[src/rtl/windowed_frame_ingester_pkg.sv]
// Shared types and width helpers for the windowed camera ingester.
package windowed_frame_ingester_pkg;

  typedef enum logic [1:0] {
    ST_IDLE   = 2'd0,
    ST_ARMED  = 2'd1,
    ST_ACTIVE = 2'd2
  } state_t;

  function automatic int cnt_width(input int max_val);
    return (max_val > 1) ? $clog2(max_val) : 1;
  endfunction

  function automatic int x_width(input int max_width);
    return cnt_width(max_width);
  endfunction

  function automatic int y_width(input int max_height);
    return cnt_width(max_height);
  endfunction

endpackage

[src/rtl/windowed_frame_ingester_sync.sv]
// Multi-flop synchroniser with an aligned level output and registered rise/fall strobes.
module sync_edge_detect #(
  parameter int WIDTH  = 1,
  parameter int STAGES = 2,
  parameter bit EDGES  = 1'b1
) (
  input  logic             clock,
  input  logic             reset,
  input  logic [WIDTH-1:0] din,
  output logic [WIDTH-1:0] level,
  output logic [WIDTH-1:0] rise,
  output logic [WIDTH-1:0] fall
);

  logic [STAGES-1:0][WIDTH-1:0] chain;

  always_ff @(posedge clock) begin
    if (!reset) begin
      chain <= '0;
      level <= '0;
    end else begin
      chain <= {chain[STAGES-2:0], din};
      level <= chain[STAGES-1];
    end
  end

  // Edges are registered so they line up with the level output on the same cycle.
  generate
    if (EDGES) begin : g_edges
      always_ff @(posedge clock) begin
        if (!reset) begin
          rise <= '0;
          fall <= '0;
        end else begin
          rise <= chain[STAGES-1] & ~level;
          fall <= ~chain[STAGES-1] & level;
        end
      end
    end else begin : g_no_edges
      assign rise = '0;
      assign fall = '0;
    end
  endgenerate

endmodule

[src/rtl/windowed_frame_ingester.sv]
// Camera bus ingester: sync-driven pixel/line counting, programmable crop window, markers and error flags.
module windowed_frame_ingester
  import windowed_frame_ingester_pkg::*;
#(
  parameter int DATA_WIDTH      = 8,
  parameter int MAX_WIDTH       = 640,
  parameter int MAX_HEIGHT      = 480,
  parameter int SYNC_STAGES     = 2,
  parameter int FRAME_CNT_WIDTH = 16,
  localparam int XW = x_width(MAX_WIDTH),
  localparam int YW = y_width(MAX_HEIGHT)
) (
  input  logic                       clock,
  input  logic                       reset,
  input  logic [DATA_WIDTH-1:0]      cam_pixdata,
  input  logic                       cam_pixclk,
  input  logic                       cam_hsync,
  input  logic                       cam_vsync,
  input  logic [XW-1:0]              cfg_x_start,
  input  logic [XW-1:0]              cfg_x_end,
  input  logic [YW-1:0]              cfg_y_start,
  input  logic [YW-1:0]              cfg_y_end,
  output logic                       out_valid,
  output logic [DATA_WIDTH-1:0]      out_data,
  output logic                       out_sof,
  output logic                       out_last,
  output logic [FRAME_CNT_WIDTH-1:0] frame_count,
  output logic                       err_short_line,
  output logic                       err_short_frame,
  output logic                       err_cfg
);

  localparam logic [XW-1:0] X_MAX = XW'(MAX_WIDTH - 1);
  localparam logic [YW-1:0] Y_MAX = YW'(MAX_HEIGHT - 1);
  localparam int SETTLE = SYNC_STAGES + 1;
  localparam int SW = $clog2(SETTLE + 1);
  localparam logic [SW-1:0] SETTLE_N = SW'(SETTLE);

  logic [2:0] ctrl_level, ctrl_rise, ctrl_fall;
  logic [DATA_WIDTH-1:0] data, data_rise_unused, data_fall_unused;

  sync_edge_detect #(.WIDTH(3), .STAGES(SYNC_STAGES), .EDGES(1'b1)) u_ctrl_sync (
    .clock(clock), .reset(reset),
    .din({cam_vsync, cam_hsync, cam_pixclk}),
    .level(ctrl_level), .rise(ctrl_rise), .fall(ctrl_fall)
  );

  sync_edge_detect #(.WIDTH(DATA_WIDTH), .STAGES(SYNC_STAGES), .EDGES(1'b0)) u_data_sync (
    .clock(clock), .reset(reset),
    .din(cam_pixdata),
    .level(data), .rise(data_rise_unused), .fall(data_fall_unused)
  );

  logic pix_rise, hs, hs_fall, vs, vs_rise, vs_fall, unused_ctrl;
  assign pix_rise    = ctrl_rise[0];
  assign hs          = ctrl_level[1];
  assign hs_fall     = ctrl_fall[1];
  assign vs          = ctrl_level[2];
  assign vs_rise     = ctrl_rise[2];
  assign vs_fall     = ctrl_fall[2];
  assign unused_ctrl = ^{ctrl_level[0], ctrl_rise[1], ctrl_fall[0]};

  state_t state_q, state_d;
  logic [SW-1:0] settle_cnt;
  logic armed;
  logic [XW-1:0] x, xs_sh, xe_sh;
  logic [YW-1:0] y, ys_sh, ye_sh;
  logic suppress, last_seen, line_end_seen;

  always_ff @(posedge clock) begin
    if (!reset) state_q <= ST_IDLE;
    else        state_q <= state_d;
  end

  always_comb begin
    state_d = state_q;
    case (state_q)
      ST_IDLE:   state_d = ST_ARMED;
      ST_ARMED:  if (vs_rise && armed) state_d = ST_ACTIVE;
      ST_ACTIVE: if (vs_fall) state_d = ST_ARMED;
      default:   state_d = ST_IDLE;
    endcase
  end

  logic frame_start, in_active, frame_end, pix_take, line_adv;
  logic x_in, y_in, emit, at_first, at_last, line_done, cfg_bad;

  assign frame_start = (state_q == ST_ARMED) && vs_rise && armed;
  assign in_active   = (state_q == ST_ACTIVE);
  assign frame_end   = in_active && vs_fall;
  // Frame end dominates: no pixel or line event is acted on in the same cycle.
  assign pix_take    = in_active && !vs_fall && pix_rise && hs && vs;
  assign line_adv    = in_active && !vs_fall && hs_fall;
  assign x_in        = (x >= xs_sh) && (x <= xe_sh);
  assign y_in        = (y >= ys_sh) && (y <= ye_sh);
  assign emit        = pix_take && x_in && y_in && !suppress;
  assign at_first    = (x == xs_sh) && (y == ys_sh);
  assign at_last     = (x == xe_sh) && (y == ye_sh);
  assign line_done   = line_end_seen || (pix_take && (x == xe_sh));
  assign cfg_bad     = (cfg_x_start > cfg_x_end) || (cfg_y_start > cfg_y_end) ||
                       (cfg_x_end > X_MAX) || (cfg_y_end > Y_MAX);

  always_ff @(posedge clock) begin
    if (!reset) begin
      settle_cnt      <= '0;
      armed           <= 1'b0;
      x               <= '0;
      y               <= '0;
      xs_sh           <= '0;
      xe_sh           <= '0;
      ys_sh           <= '0;
      ye_sh           <= '0;
      suppress        <= 1'b0;
      last_seen       <= 1'b0;
      line_end_seen   <= 1'b0;
      out_valid       <= 1'b0;
      out_data        <= '0;
      out_sof         <= 1'b0;
      out_last        <= 1'b0;
      frame_count     <= '0;
      err_short_line  <= 1'b0;
      err_short_frame <= 1'b0;
      err_cfg         <= 1'b0;
    end else begin
      out_valid <= emit;
      out_sof   <= emit && at_first;
      out_last  <= emit && at_last;
      if (emit) out_data <= data;

      // Only arm once the synchroniser reflects the pins and vsync is seen low,
      // so a frame in flight at reset release is dropped.
      if (settle_cnt != SETTLE_N) settle_cnt <= settle_cnt + 1'b1;
      if ((settle_cnt == SETTLE_N) && !vs) armed <= 1'b1;

      if (frame_start) begin
        xs_sh         <= cfg_x_start;
        xe_sh         <= cfg_x_end;
        ys_sh         <= cfg_y_start;
        ye_sh         <= cfg_y_end;
        x             <= '0;
        y             <= '0;
        suppress      <= cfg_bad;
        last_seen     <= 1'b0;
        line_end_seen <= 1'b0;
        if (cfg_bad) err_cfg <= 1'b1;
      end

      if (pix_take) begin
        if (x != X_MAX) x <= x + 1'b1;
        if (x == xe_sh) line_end_seen <= 1'b1;
        if (emit && at_last) last_seen <= 1'b1;
      end

      if (line_adv) begin
        x             <= '0;
        line_end_seen <= 1'b0;
        if (y != Y_MAX) y <= y + 1'b1;
        if (y_in && !line_done) err_short_line <= 1'b1;
      end

      if (frame_end) begin
        frame_count <= frame_count + 1'b1;
        if (!suppress && !last_seen) err_short_frame <= 1'b1;
      end
    end
  end

endmodule

[config.mk]
export PLATFORM = sky130hd
export DESIGN_NAME = windowed_frame_ingester
export DESIGN_NICKNAME = d
export VERILOG_FILES = /design/src/rtl/windowed_frame_ingester_pkg.sv /design/src/rtl/windowed_frame_ingester_sync.sv /design/src/rtl/windowed_frame_ingester.sv
export SDC_FILE = /design/constraint.sdc
export NUM_CORES = 1
export LEC_CHECK = 0
export CAP_MARGIN = 20
export CORE_MARGIN = 8
export CORE_UTILIZATION = 56
export DETAILED_ROUTE_END_ITERATION = 7
export GPL_TIMING_DRIVEN = 0
export PLACE_DENSITY = 0.83
export SLEW_MARGIN = 40
export SYNTH_ARGS = -nofsm -noshare
export SYNTH_HDL_FRONTEND = slang
export SYNTH_HIERARCHICAL = 1
export SYNTH_SLANG_ARGS = --single-unit
[constraint.sdc]
create_clock -name clock -period 2.58 [get_ports clock]
set_input_delay 0.258 -clock clock [delete_from_list [all_inputs] [get_ports clock]]
set_output_delay 0.258 -clock clock [all_outputs]
set_load 0.005 [all_outputs]
==> results.py <==
metrics = {
    "worst_setup_path": {
        "critPathRequiredTime_ns": 3.01,
        "path_class": "flop to flop",
        "r2r_cells": 7,
        "cp-start-kind": "flop",
        "end_kind": "flop",
        "arrival_ns": 2.77,
        "critical_path.max_fanout": 6,
    },
    "power_and_ir_drop": {
        "ir_worst_vdd_mv": 0.5578,
        "p_leak_nw": 3.090,
        "cellPowerDensity_mw_per_mm2": 605.3,
    },
    "final_layout": {
        "syn2layout_area_growth_pct": 25.33,
        "fin_area_mm2": 0.007861,
        "final_common_cell": "dfxtp_1",
        "drive_above_1_share_pct": 9.739,
        "nets": 941,
        "layout_common_cells": "dfxtp_1, nand2_1, clkdlybuf4s50_1, a21oi_1, inv_1",
        "n_antenna_cell": 0,
        "final_core_util_pct": 72.20,
    },
    "die": {
        "die_h_um": 121.8,
        "die_w_um": 121.8,
        "core_area_mm2": 0.01089,
        "pin_count": 81,
        "start_util_pct": 57.61,
        "die_area_mm2": 0.01484,
        "num_rows": 38,
    },
    "sta": {
        "worst_pin_slew_ns": 0.8691,
        "min_period_ns": 2.342,
        "finalSetupViolCount": 0,
        "rsz0062_at_grt": "no",
        "finalHoldViolCount": 0,
        "drv_slew": 0,
        "finalWorstSetupSlack_ns": 0.2378,
        "finalCritPeriodShare_pct": 90.78,
        "slew-limit-headroom_pct": 41.30,
        "clock_skew_ns": 0.007030,
        "max_freq_ghz": 0.4270,
    },
    "clocking": {
        "cts_sinks": 132,
        "clk_pin_slew_ns": 0.06,
        "clockRootBuffer": "clkbuf_8",
        "cts_made_buffers": 17,
        "cts_tree": "yes",
        "clkLatencyLatePin_ns": 0.54,
        "clockBufferDepth": 2,
        "htreeDepth": 4,
        "hold_buffers": 0,
    },
    "status": {
        "outcome": "finished, final reports clean",
    },
    "placed_design": {
        "io_buffers": 80,
        "post-dp-hpwl_mm": 11.51,
        "placed_area_mm2": 0.007248,
        "pre_cts_ws_ns": -0.1050,
        "gp_congestion": 0.8552,
    },
    "drt": {
        "drt-initial-drc-count": 386,
        "met2WireLength_mm": 7.785,
        "routed_wirelength_mm": 15.32,
        "top_layer": "met4",
        "dr.pass1.iters": 5,
        "wl_per_cell_um": 15.60,
        "via_per_inst": 5.530,
        "drc": 0,
        "routed-wl-met3_um": 908,
        "drt.antenna.violating_nets": 0,
        "met1_length_mm": 6.275,
        "via_count": 5430,
    },
    "grt": {
        "grt_max_degree": 17,
        "antenna_found_initial": 0,
        "grt_pass1_vias": 5468,
        "grt.overflow.total": 0,
        "gr-usage-all-layers_pct": 21.22,
        "grt_first_pass_wirelength_mm": 25.01,
    },
    "synth": {
        "synthCells": 729,
        "netlist_area_mm2": 0.006272,
        "syn_nets": 841,
        "yosysWarningCount": 6,
        "avgSynthCellArea_um2": 8.604,
    },
    "run": {
        "maxCapViolCount": 0,
    },
    "hold_path": {
        "hp-class": "input port to flop",
        "holdPathStages": 2,
    },
}
[what timing repair did]
item,in CTS,in global routing
setup buffers,0,1
endpoints found under the setup margin,0,7
resized for setup,0,0
[power by group]
group          total [mW]  switching [mW]  internal, mW
sequential           2.09          0.0147          2.07
clock                2.40           0.968          1.43
combinational       0.273           0.129         0.145
[state kept, by name, indices dropped and copies added, names as in the netlist, 9 cells and up]
signal and count:
xe_sh 10, y 9, x 10, ys_sh 9
u_data_sync/chain 16, ye_sh 9, frame_count 16, xs_sh 10
[worst paths after layout]
path	startpoint	to	slack [ns]
worst max-delay path	y[4]$_SDFF_PN0_	last_seen$_SDFF_PN0_	0.24
worst min-delay path	cam_pixdata[1]	u_data_sync/chain[1]$_SDFF_PN0_	0.30
worst max register to register	y[4]$_SDFF_PN0_	last_seen$_SDFF_PN0_	0.24
worst min register to register	u_ctrl_sync/chain[1]$_SDFF_PN0_	u_ctrl_sync/chain[4]$_SDFF_PN0_	0.43
[cell type report]
cell class | count | area, µm²
fillers | 850 | 3027
flip-flops and latches | 132 | 2643
clock buffers | 18 | 427.9
well taps | 140 | 175.2
repair buffers | 81 | 820.8
inverters | 67 | 251.5
clock inverters | 14 | 165.2
plain buffers | 25 | 143.9
multi-input cells | 505 | 3234
[worst max-delay path, cell delays in order, from the launching register on]
cell     delay (ns)
dfxtp_1        0.48
ha_1           0.30
a21oi_1        0.21
o22ai_1        0.14
o21a_1         0.18
nor3_1         0.51
nor4_2         0.18
a32o_1         0.24
[metrics by stage]
| step | TNS, ns | hold WS [ns] | cells | total power [mW] |
|---|---|---|---|---|
| final | 0 | 0.3033 | 982 | 4.758 |
| after global routing | 0 | 0.2893 | 982 | 4.914 |
| after CTS | 0 | 0.2852 | 981 | 4.787 |
| after detailed placement | -0.1699 | 0.4159 | 949 | 2.401 |
| after global placement | -0.01975 | 0.4157 | 949 | 2.385 |
| after floorplan | 0 | 0.3853 | 729 | 2.264 |
[layer usage]
metal	track usage (%)	up-vias
met5	0	-
met4	9.715	0
met3	5.877	36
met2	37.21	180
met1	23.40	2562
li1	-	2652
No activity file was read; power rests on OpenSTA's default activity.
